===== src/rtl/ula_mult_div_pkg.sv =====
// Shared definitions for the iterative multiply/divide unit that sits beside the ULA.
// Operation codes match the op field driven by the control unit.
package pkg_mult_div;

   localparam int LARGURA_PADRAO = 32;

   typedef enum logic [1:0] {
      OP_MULT  = 2'b00,
      OP_MULTU = 2'b01,
      OP_DIV   = 2'b10,
      OP_DIVU  = 2'b11
   } op_t;

   typedef enum logic [1:0] {
      OCIOSO  = 2'b00,
      CALCULA = 2'b01,
      CORRIGE = 2'b10
   } estado_t;

endpackage


===== src/rtl/ula_mult_div_if.sv =====
// Operand/result bundle between the execute stage and the multiply/divide unit.
// The execute stage is the master; the unit itself uses the slave view.
interface ula_mult_div_if #(
   parameter int LARGURA = 32
);
   logic [LARGURA-1:0] operando_a;
   logic [LARGURA-1:0] operando_b;
   logic [1:0]         op;
   logic               inicio;
   logic               ocupado;
   logic               pronto;
   logic               div_zero;
   logic [LARGURA-1:0] hi;
   logic [LARGURA-1:0] lo;

   modport master (
      output operando_a, operando_b, op, inicio,
      input  ocupado, pronto, div_zero, hi, lo
   );

   modport slave (
      input  operando_a, operando_b, op, inicio,
      output ocupado, pronto, div_zero, hi, lo
   );
endinterface


===== src/rtl/ula_mult_div_passo.sv =====
// One iteration of the unsigned datapath: shift-add for multiply, restoring
// shift-subtract for divide. acc holds {upper half, lower half} in both modes.
module mult_div_passo #(
   parameter int LARGURA = 32
) (
   input  logic                 eh_divisao,
   input  logic [2*LARGURA-1:0] acc,
   input  logic [LARGURA-1:0]   operando,
   output logic [2*LARGURA-1:0] acc_prox
);

   logic [LARGURA:0] soma;
   logic [LARGURA:0] tentativa;

   // Divide: the upper half is the partial remainder and the dividend shifts out of the
   // lower half while quotient bits shift in. A borrow in bit LARGURA means restore.
   always_comb begin
      soma      = {1'b0, acc[2*LARGURA-1:LARGURA]} + {1'b0, operando};
      tentativa = {acc[2*LARGURA-1:LARGURA], acc[LARGURA-1]} - {1'b0, operando};
      acc_prox  = acc;
      if (eh_divisao) begin
         if (tentativa[LARGURA])
            acc_prox = {acc[2*LARGURA-2:0], 1'b0};
         else
            acc_prox = {tentativa[LARGURA-1:0], acc[LARGURA-2:0], 1'b1};
      end else begin
         if (acc[0])
            acc_prox = {soma, acc[LARGURA-1:1]};
         else
            acc_prox = {1'b0, acc[2*LARGURA-1:1]};
      end
   end

endmodule


===== src/rtl/ula_mult_div.sv =====
// Iterative MULT/MULTU/DIV/DIVU unit: 32 unsigned iterations on operand magnitudes,
// then one sign-correction cycle that writes HI/LO. ocupado stalls the pipeline meanwhile.
module ula_mult_div
   import pkg_mult_div::*;
#(
   parameter int LARGURA = LARGURA_PADRAO
) (
   input logic           clock,
   input logic           reset,
   ula_mult_div_if.slave bus
);

   localparam int LARG_CONT = $clog2(LARGURA);
   localparam logic [LARG_CONT-1:0] ULTIMO = LARG_CONT'(LARGURA - 1);

   estado_t                estado, estado_prox;
   op_t                    op_reg;
   logic [LARG_CONT-1:0]   contador;
   logic                   sinal_a, sinal_b;
   logic [LARGURA-1:0]     operando_reg;
   logic [2*LARGURA-1:0]   acc, acc_prox;
   logic [LARGURA-1:0]     hi_reg, lo_reg;
   logic                   pronto_reg, div_zero_reg;

   logic                   eh_div_in, com_sinal_in, zero_in;
   logic                   sinal_a_in, sinal_b_in;
   logic [LARGURA-1:0]     mag_a, mag_b;
   logic [2*LARGURA-1:0]   produto;
   logic [LARGURA-1:0]     quociente, resto;
   logic                   eh_div_reg;

   // Incoming operands are reduced to magnitudes; 0x80000000 negates to itself,
   // which read as unsigned is exactly 2^31.
   always_comb begin
      eh_div_in    = bus.op[1];
      com_sinal_in = ~bus.op[0];
      sinal_a_in   = com_sinal_in & bus.operando_a[LARGURA-1];
      sinal_b_in   = com_sinal_in & bus.operando_b[LARGURA-1];
      mag_a        = sinal_a_in ? -bus.operando_a : bus.operando_a;
      mag_b        = sinal_b_in ? -bus.operando_b : bus.operando_b;
      zero_in      = eh_div_in && (bus.operando_b == '0);
   end

   assign eh_div_reg = (op_reg == OP_DIV) || (op_reg == OP_DIVU);

   mult_div_passo #(.LARGURA(LARGURA)) u_passo (
      .eh_divisao (eh_div_reg),
      .acc        (acc),
      .operando   (operando_reg),
      .acc_prox   (acc_prox)
   );

   // Signs are latched only for signed ops, so these reduce to identity for unsigned ones.
   always_comb begin
      produto   = (sinal_a ^ sinal_b) ? -acc : acc;
      quociente = (sinal_a ^ sinal_b) ? -acc[LARGURA-1:0] : acc[LARGURA-1:0];
      resto     = sinal_a ? -acc[2*LARGURA-1:LARGURA] : acc[2*LARGURA-1:LARGURA];
   end

   always_ff @(posedge clock) begin
      if (!reset)
         estado <= OCIOSO;
      else
         estado <= estado_prox;
   end

   always_comb begin
      estado_prox = estado;
      case (estado)
         OCIOSO:  if (bus.inicio) estado_prox = zero_in ? CORRIGE : CALCULA;
         CALCULA: if (contador == ULTIMO) estado_prox = CORRIGE;
         CORRIGE: estado_prox = OCIOSO;
         default: estado_prox = OCIOSO;
      endcase
   end

   // Divide by zero keeps the raw dividend in the low half so it can be returned on HI.
   always_ff @(posedge clock) begin
      if (!reset) begin
         op_reg       <= OP_MULT;
         contador     <= '0;
         sinal_a      <= 1'b0;
         sinal_b      <= 1'b0;
         operando_reg <= '0;
         acc          <= '0;
         hi_reg       <= '0;
         lo_reg       <= '0;
         pronto_reg   <= 1'b0;
         div_zero_reg <= 1'b0;
      end else begin
         pronto_reg <= 1'b0;
         case (estado)
            OCIOSO: begin
               if (bus.inicio) begin
                  op_reg       <= op_t'(bus.op);
                  contador     <= '0;
                  sinal_a      <= sinal_a_in;
                  sinal_b      <= sinal_b_in;
                  operando_reg <= mag_b;
                  acc          <= {{LARGURA{1'b0}}, (zero_in ? bus.operando_a : mag_a)};
                  div_zero_reg <= zero_in;
               end
            end
            CALCULA: begin
               acc      <= acc_prox;
               contador <= contador + LARG_CONT'(1);
            end
            CORRIGE: begin
               pronto_reg <= 1'b1;
               if (div_zero_reg) begin
                  hi_reg <= acc[LARGURA-1:0];
                  lo_reg <= '1;
               end else if (eh_div_reg) begin
                  hi_reg <= resto;
                  lo_reg <= quociente;
               end else begin
                  hi_reg <= produto[2*LARGURA-1:LARGURA];
                  lo_reg <= produto[LARGURA-1:0];
               end
            end
            default: ;
         endcase
      end
   end

   assign bus.ocupado  = (estado != OCIOSO);
   assign bus.pronto   = pronto_reg;
   assign bus.div_zero = div_zero_reg;
   assign bus.hi       = hi_reg;
   assign bus.lo       = lo_reg;

endmodule


===== src/flat_wrapper.sv =====
// flat-port wrapper written by rule: the top's interface ports become plain ports
module ula_mult_div_flat import pkg_mult_div::*;
#(
   parameter int LARGURA = LARGURA_PADRAO
)
  (clock, reset, bus_operando_a, bus_operando_b, bus_op, bus_inicio, bus_ocupado, bus_pronto, bus_div_zero, bus_hi, bus_lo);
  ula_mult_div_if #(.LARGURA(LARGURA)) bus_i ();
  input logic clock;
  input logic reset;
  input wire logic [$bits(bus_i.operando_a)-1:0] bus_operando_a;
  input wire logic [$bits(bus_i.operando_b)-1:0] bus_operando_b;
  input wire logic [$bits(bus_i.op)-1:0] bus_op;
  input wire logic [$bits(bus_i.inicio)-1:0] bus_inicio;
  output wire logic [$bits(bus_i.ocupado)-1:0] bus_ocupado;
  output wire logic [$bits(bus_i.pronto)-1:0] bus_pronto;
  output wire logic [$bits(bus_i.div_zero)-1:0] bus_div_zero;
  output wire logic [$bits(bus_i.hi)-1:0] bus_hi;
  output wire logic [$bits(bus_i.lo)-1:0] bus_lo;
  assign bus_i.operando_a = bus_operando_a;
  assign bus_i.operando_b = bus_operando_b;
  assign bus_i.op = bus_op;
  assign bus_i.inicio = bus_inicio;
  assign bus_ocupado = bus_i.ocupado;
  assign bus_pronto = bus_i.pronto;
  assign bus_div_zero = bus_i.div_zero;
  assign bus_hi = bus_i.hi;
  assign bus_lo = bus_i.lo;
  ula_mult_div #(.LARGURA(LARGURA)) u_core (.clock(clock), .reset(reset), .bus(bus_i));
endmodule

===== config.mk =====
export PLATFORM = sky130hd
export DESIGN_NAME = ula_mult_div_flat
export DESIGN_NICKNAME = d
export VERILOG_FILES = /design/src/rtl/ula_mult_div_pkg.sv /design/src/rtl/ula_mult_div_if.sv /design/src/rtl/ula_mult_div_passo.sv /design/src/rtl/ula_mult_div.sv /design/src/flat_wrapper.sv
export SDC_FILE = /design/constraint.sdc
export NUM_CORES = 1
export LEC_CHECK = 0
export BUFFER_PORTS_ARGS = -buffer_cell sky130_fd_sc_hd__buf_2
export CAP_MARGIN = 20
export CORE_MARGIN = 4
export CORE_UTILIZATION = 25
export DETAILED_ROUTE_END_ITERATION = 7
export RECOVER_POWER = 25
export SYNTH_ARGS = -nofsm -noshare
export SYNTH_HDL_FRONTEND = slang
export SYNTH_SLANG_ARGS = --single-unit

===== constraint.sdc =====
create_clock -name clock -period 3.6 [get_ports clock]
set_clock_uncertainty 0.2 [all_clocks]
set_input_delay 0.36 -clock clock [delete_from_list [all_inputs] [get_ports clock]]
set_output_delay 0.36 -clock clock [all_outputs]
set_load 0.03 [all_outputs]

==> results.cfg, run 1 <==
[power_and_ir_drop]
p_clk_share_pct = 32.1
p_comb_share_pct = 33.7
switching_share_pct = 39.0
leakage_uw = 0.00697
max-vdd-ir-drop_mv = 0.321
power.switching_uw = 2420
p_int_uw = 3780
power_density_nw_per_um2 = 356
seqPwrFrac_pct = 34.2

[outcome]
status = finished clean

[global_route]
grt_max_degree = 80
overflow = 0
grt.met3_usage_pct = 3.16
grt_first_pass_wirelength_um = 92400
grt_antenna_before_repair = 1
use_met2_pct = 29.0
grt_util_all_layers_pct = 18.6
use_met1_pct = 25.7
grt_busiest_layer = met2
grt_pass1_vias = 15270

[synth]
ys_seq_elements = 172
synth_fp_nets = 2098
seq_area_frac_synth_pct = 23.7
async_reset_ff_share_pct = 0
syn_area_um2 = 14600
synthCells = 1957
ys_warn_count = 0
synth_flop_cell = dfxtp_1
yosysUniqueCellTypes = 90
synth_edf_count = 0
syn_avg_cell_area_um2 = 7.44

[clocking]
cts_setup_buffers = 0
cts_tree = done
clkLatencyLatePin_ns = 0.46
cts-root-buf = clkbuf_16
htreeDepth = 4
clkSinkCount = 172
cts_inserted_buffers = 17
clk_pin_slew_ns = 0.09
max-clock-path-buffers = 2

[final_layout]
regArea_um2 = 3450
largest_reg_flops = 64
num-nets-final = 2252
area_growth_syn_to_layout_pct = 19.5
layout_common_cells = a21oi_1 (220), nand2_1 (190), dfxtp_1 (169), o21ai_0 (147), nor2_1 (146)
instances_no_fill = 2890
max_flop_register = u_core.acc
multi_input_area_um2 = 10400
drive_gt1_share_pct = 15.1
layout_commonest_cell = a21oi_1
fill_cells = 6265

[floorplan]
start_util_pct = 25.2
die_width_um = 249
die_y_um = 249
core_um2 = 57700
die-area_um2 = 62100
rows = 88
ios = 136

[routing]
drt-initial-drc-count = 1620
wl_per_cell_um = 20.9
num_vias = 15869
viasPerCell = 5.49
drt_pass1_iterations = 5
post-route-drc-count = 0
routed_wl_um = 60400
antenna_left = 0

[placement]
hpwl_um = 46600
io_buffers = 135
dp_cells = 2849
gp_congestion = 0.972

[min_path]
min_path_type = in2reg

[sta]
worst_pin_slew_ns = 0.875
drv_slew = 0
setup_violations = 0
min_period_over_period_pct = 98.0
rsz0062_at_grt = no
finalHoldViolations = 0
clock.fmax_ghz = 0.283
fin_tns_setup_ns = 0
slew_headroom_pct = 41.2
finalCriticalPeriod_ns = 3.53

[worst_setup_path]
cp.arrival_ns = 3.68
worst_setup_path_end_kind = flop
worstSetupPathType = reg2reg
cp-start-kind = flop
crit_fanout = 8
cp.required_ns = 3.75

[run]
cap_violations = 0
[metrics by stage]
step | utilization, % | worst slack, ns | total power [uW] | cell area, um^2 | hold slack [ns]
final | 30.1 | 0.0722 | 6200 | 17400 | 0.0259
after global routing | 30.1 | 0.0140 | 6480 | 17400 | 0.0310
after CTS | 30.2 | 0.0488 | 6170 | 17400 | 0.000414
after detailed placement | 29.0 | 0.000893 | 4180 | 16700 | 0.257
after global placement | 29.0 | -0.0108 | 4160 | 16700 | 0.243
after floorplan | - | 0.243 | 3450 | 14600 | 0.249
[synth_stat cells (9+ instances only)]
cell	number	area share, %
nand4_1	14	0.60
a21o_1	30	1.5
nand2b_1	36	1.5
o31ai_1	26	1.3
clkbuf_1	120	3.1
and2_1	10	0.43
a211oi_1	39	2.0
o21ai_0	147	5.1
nand2_1	190	4.9
o211ai_1	20	1.0
xnor2_1	82	4.9
nor2_1	148	3.8
a211o_1	9	0.54
mux2i_1	39	2.7
a21oi_1	221	7.6
o21ai_1	18	0.62
mux2_2	32	2.5
o221ai_1	36	2.2
ha_1	70	6.0
and3_1	17	0.73
xor2_1	79	4.8
a31oi_1	28	1.2
nand3_1	38	1.3
dfxtp_1	172	24
inv_1	65	1.7
nor3_1	46	1.6
nor4_1	22	0.95
or3_1	19	0.82
o21a_1	13	0.67
nor2b_1	12	0.52
buf_1	11	0.28
[worst paths after layout]
check                     startpoint                      end  slack [ns]  cells after the start
hold reg to reg    u_core.bus.hi[21]        u_core.bus.hi[21]        0.27                      2
hold / removal    bus_operando_b[27]  u_core.operando_reg[27]        0.03                      3
setup / recovery      u_core.acc[36]           u_core.acc[54]        0.07                     12
setup reg to reg      u_core.acc[36]           u_core.acc[54]        0.07                     12
[cell type report]
cell class                      count  share of cell area, %
Timing Repair Buffer              276                   10.0
Antenna cell                        1                 0.0144
Clock buffer                       17                   2.45
Tap cell                          765                   5.51
Sequential cell                   172                   19.8
Multi-Input combinational cell   1578                   59.6
Clock inverter                     15                   1.17
Inverter                           66                   1.42
[power groups by stage]
stage	sequential, uW	combinational, uW	clock, uW
after floorplan	2090	1350	0
after global placement	2150	2010	0
after detailed placement	2150	2020	0
after CTS	2110	2040	2020
after global routing	2130	2260	2090
final	2120	2090	1990
[repair_timing]
item                                   in CTS  in global routing
pin swaps                                   0                  2
hold buffers                                8                  0
endpoints found under the hold margin       8                  0
resized for setup                           1                  7
setup endpoints to repair                   1                 22
[routing by layer]
| layer | wire length, um | vias up |
|---|---|---|
| li1 | - | 7460 |
| met1 | 27200 | 7581 |
| met2 | 26800 | 718 |
| met3 | 4330 | 110 |
| met4 | 2180 | 0 |
| met5 | 0 | - |
[cells by family (layout without fill, tap and decap cells)]
| logic type | count (synthesis) | after routing | share of synthesized area [%] |
|---|---|---|---|
| compound gates | 669 | 669 | 29.1 |
| fa+ha+maj | 72 | 72 | 6.29 |
| other cells | 0 | 1 | 0 |
| xor+xnor | 163 | 163 | 10.1 |
| mux | 73 | 73 | 5.31 |
| simple gates | 601 | 601 | 20.0 |
| buf+inv | 207 | 374 | 5.62 |
| flops | 172 | 172 | 23.7 |
[critical path: stages (launching register included)]
cell	delay [ns]
dfxtp_1	0.32
buf_4	0.17
ha_1	0.38
nand4_1	0.18
nor3_1	0.32
a22oi_1	0.16
a31o_2	0.32
o311ai_0	0.61
buf_4	0.25
xor2_1	0.06
mux2_2	0.29
nand2_1	0.08
o211ai_1	0.08
No activity file was read; power rests on OpenSTA's default activity.
==> inputs of run 2 (changes only) <==
--- a/config.mk
+++ b/config.mk
@@ -5,6 +5,7 @@
 export SDC_FILE = /design/constraint.sdc
 export NUM_CORES = 1
 export LEC_CHECK = 0
+export ABC_AREA = 1
 export BUFFER_PORTS_ARGS = -buffer_cell sky130_fd_sc_hd__buf_2
 export CAP_MARGIN = 20
 export CORE_MARGIN = 4
==> run 2 against run 1 <==
Against the previous run:
- global-route usage is 1.1 points higher
- combinational power up 63%
- sequential power up 3%
- utilization is 1.3 points lower
- area after synthesis grew 15%
- critical path depth up 8
- total power grew 22%
- critical path type unchanged
- highest routed layer unchanged
- via count increased by 27%
==> results.cfg, run 2 <==
[global_route]
grt_max_degree = 86
grt_pass1_vias = 18313
grt_first_pass_wirelength_um = 111000
overflow = 0
grt_antenna_before_repair = 0
grt_util_all_layers_pct = 19.7

[sta]
setup_violations = 0
layout_setup_ws_ns = 0.196
finalHoldViolations = 0
worst_pin_slew_ns = 1.11
slew_headroom_pct = 26.0
rsz0062_at_grt = no
min_period_over_period_pct = 94.6
finalCriticalPeriod_ns = 3.40
fin_tns_setup_ns = 0
whs_ns = 0.0195
clock.fmax_ghz = 0.294
drv_slew = 0

[routing]
drt-initial-drc-count = 2271
antenna_left = 0
drt_pass1_iterations = 8
post-route-drc-count = 0
num_vias = 20201
dr_wl_met2_um = 32000
met1_length_um = 33300
wl_per_cell_um = 18.4
route.met3.wl_um = 5280
viasPerCell = 5.10
highest_layer = met4
routed_wl_um = 72700

[final_layout]
area_growth_syn_to_layout_pct = 13.7
instances_no_fill = 3960
finish.utilization_pct = 28.9
fill_cells = 7644
layout_common_cells = nand2_1 (866), inv_1 (418), a21oi_1 (347), nand3_1 (251), nor2_1 (229)
largest_reg_flops = 64
n_antenna_cell = 0
layout_commonest_cell = nand2_1
num-nets-final = 3224
drive_gt1_share_pct = 7.27
max_flop_register = u_core.acc

[min_path]
min_path_type = in2reg

[clocking]
clkLatencyLatePin_ns = 0.47
clk_pin_slew_ns = 0.08
max-clock-path-buffers = 2
clkSinkCount = 172
cts-root-buf = clkbuf_16
htreeDepth = 4
cts_inserted_buffers = 17
cts_setup_buffers = 0
cts_tree = done

[synth]
synth_top_cell_area_share_pct = 20.5
synthCells = 2978
ys_seq_elements = 172
ys_warn_count = 0
syn_avg_cell_area_um2 = 5.64
ys_top_cells_by_area = dfxtp_1 (21%), nand2_1 (19%), a21oi_1 (10%)
synth_top_area_cell = dfxtp_1
syn_area_um2 = 16800
async_reset_ff_share_pct = 0
synth_edf_count = 0
synth_fp_nets = 3119
synth_flop_cell = dfxtp_1
post-synth-top-count-cell = nand2_1
synthTopCellsByCount = nand2_1 (866), inv_1 (420), a21oi_1 (347), nand3_1 (251), nor2_1 (231)
yosysUniqueCellTypes = 50
seq_area_frac_synth_pct = 20.5

[placement]
gp_congestion = 1.01
hpwl_um = 58100
place_ws_ns = 0.350
io_buffers = 135
dp_cells = 3926

[floorplan]
die_y_um = 267
die_width_um = 267
die-area_um2 = 71300
core_um2 = 66100
rows = 94
ios = 136
start_util_pct = 25.4

[worst_setup_path]
cpMostUsedCell = nand2_1
cp-start-kind = flop
worst-r2r-setup-slack_ns = 0.20
crit_chain = inv_1, ha_1, fa_1, inv_1, nand2_1, nand2_1, nand3_1, nand2_1, nand2_1, nand2_1, nand2_1, nand2_1, nand2_2, nand2_4, buf_4, nand2_1, nand2_1, nand2_1, nand3_1, a21oi_1
worstSetupPathType = reg2reg
cp.required_ns = 3.70
max_stage_delay_ns = 0.38
crit_slowest_cell = fa_1
crit_fanout = 19
worst_setup_path_end_kind = flop
cp.arrival_ns = 3.50

[run]
cap_violations = 0

[power_and_ir_drop]
max-vdd-ir-drop_mv = 0.331
power_density_nw_per_um2 = 397
leakage_uw = 0.00919

[outcome]
status = finished clean
[run 2: cell types whose count changed after synthesis, moves of 67 or more]
cell,before,now
inv_1,65,420
a21oi_1,221,347
nand2_1,190,866
nor2_1,148,231
xnor2_1,82,15
nand3_1,38,251
[run 2: cell families (layout without fill, tap and decap cells)]
logic type               after synthesis  count (layout)  synth area share [%]
AND/OR/NAND/NOR                     1491            1491                  37.7
adder cells (fa/ha/maj)               72              72                  5.46
XOR/XNOR                              61              61                  3.18
flip-flops                           172             172                  20.5
buffers and inverters                545             663                  12.7
AO/OA/AOI/OAI                        637             637                  20.4
[run 2: worst max-delay path, delay by kind of cell, from the launching register on]
kind	cells	cell delay (ns)
AOI/OAI and AO/OA	1	0.06
adders and majority gates	2	0.62
buffers and inverters	3	0.45
DFF	1	0.33
and+or+nand+nor	14	1.57
[run 2: worst paths after layout]
kind	startpoint	end	depth (start not counted)
worst max register to register	u_core.acc[31]	u_core.acc[57]	20
worst min-delay path	bus_operando_b[17]	u_core.operando_reg[17]	3
worst min register to register	u_core.bus.hi[7]	u_core.bus.hi[7]	2
worst max-delay path	u_core.acc[31]	u_core.acc[57]	20
[run 2: per-layer routing]
layer | GRT usage, % | up-vias
met4 | 6.13 | 0
li1 | - | 9901
met1 | 28.6 | 9273
met5 | 0 | -
met2 | 30.8 | 916
met3 | 2.11 | 111
[run 2: power breakdown]
part	switching [uW]	leakage [uW]	internal [uW]
clock	970	0.000297	1020
combinational	2400	0.00749	996
sequential	148	0.00141	2040
[run 2: per-stage QoR]
step	total power (uW)	instance area (um^2)
global route	8030	19100
CTS	7520	19200
finish	7570	19100
floorplan	4470	16800
global placement	5540	18500
detailed placement	5530	18500
[run 2: layout make-up]
class / instances / area, um^2 / area share [%]
Sequential cell: 172 / 3450 / 18.1
Timing Repair Buffer: 202 / 1110 / 5.83
Inverter: 429 / 1620 / 8.46
Tap cell: 864 / 1080 / 5.66
Clock inverter: 14 / 175 / 0.918
Clock buffer: 18 / 439 / 2.30
Multi-Input combinational cell: 2261 / 11200 / 58.8
[run 2: repair_timing]
| action | in CTS | in global routing |
|---|---|---|
| endpoints found under the setup margin | 0 | 0 |
| hold buffers | 2 | 0 |
| hold endpoints to repair | 2 | 0 |
| gates resized for setup | 0 | 0 |
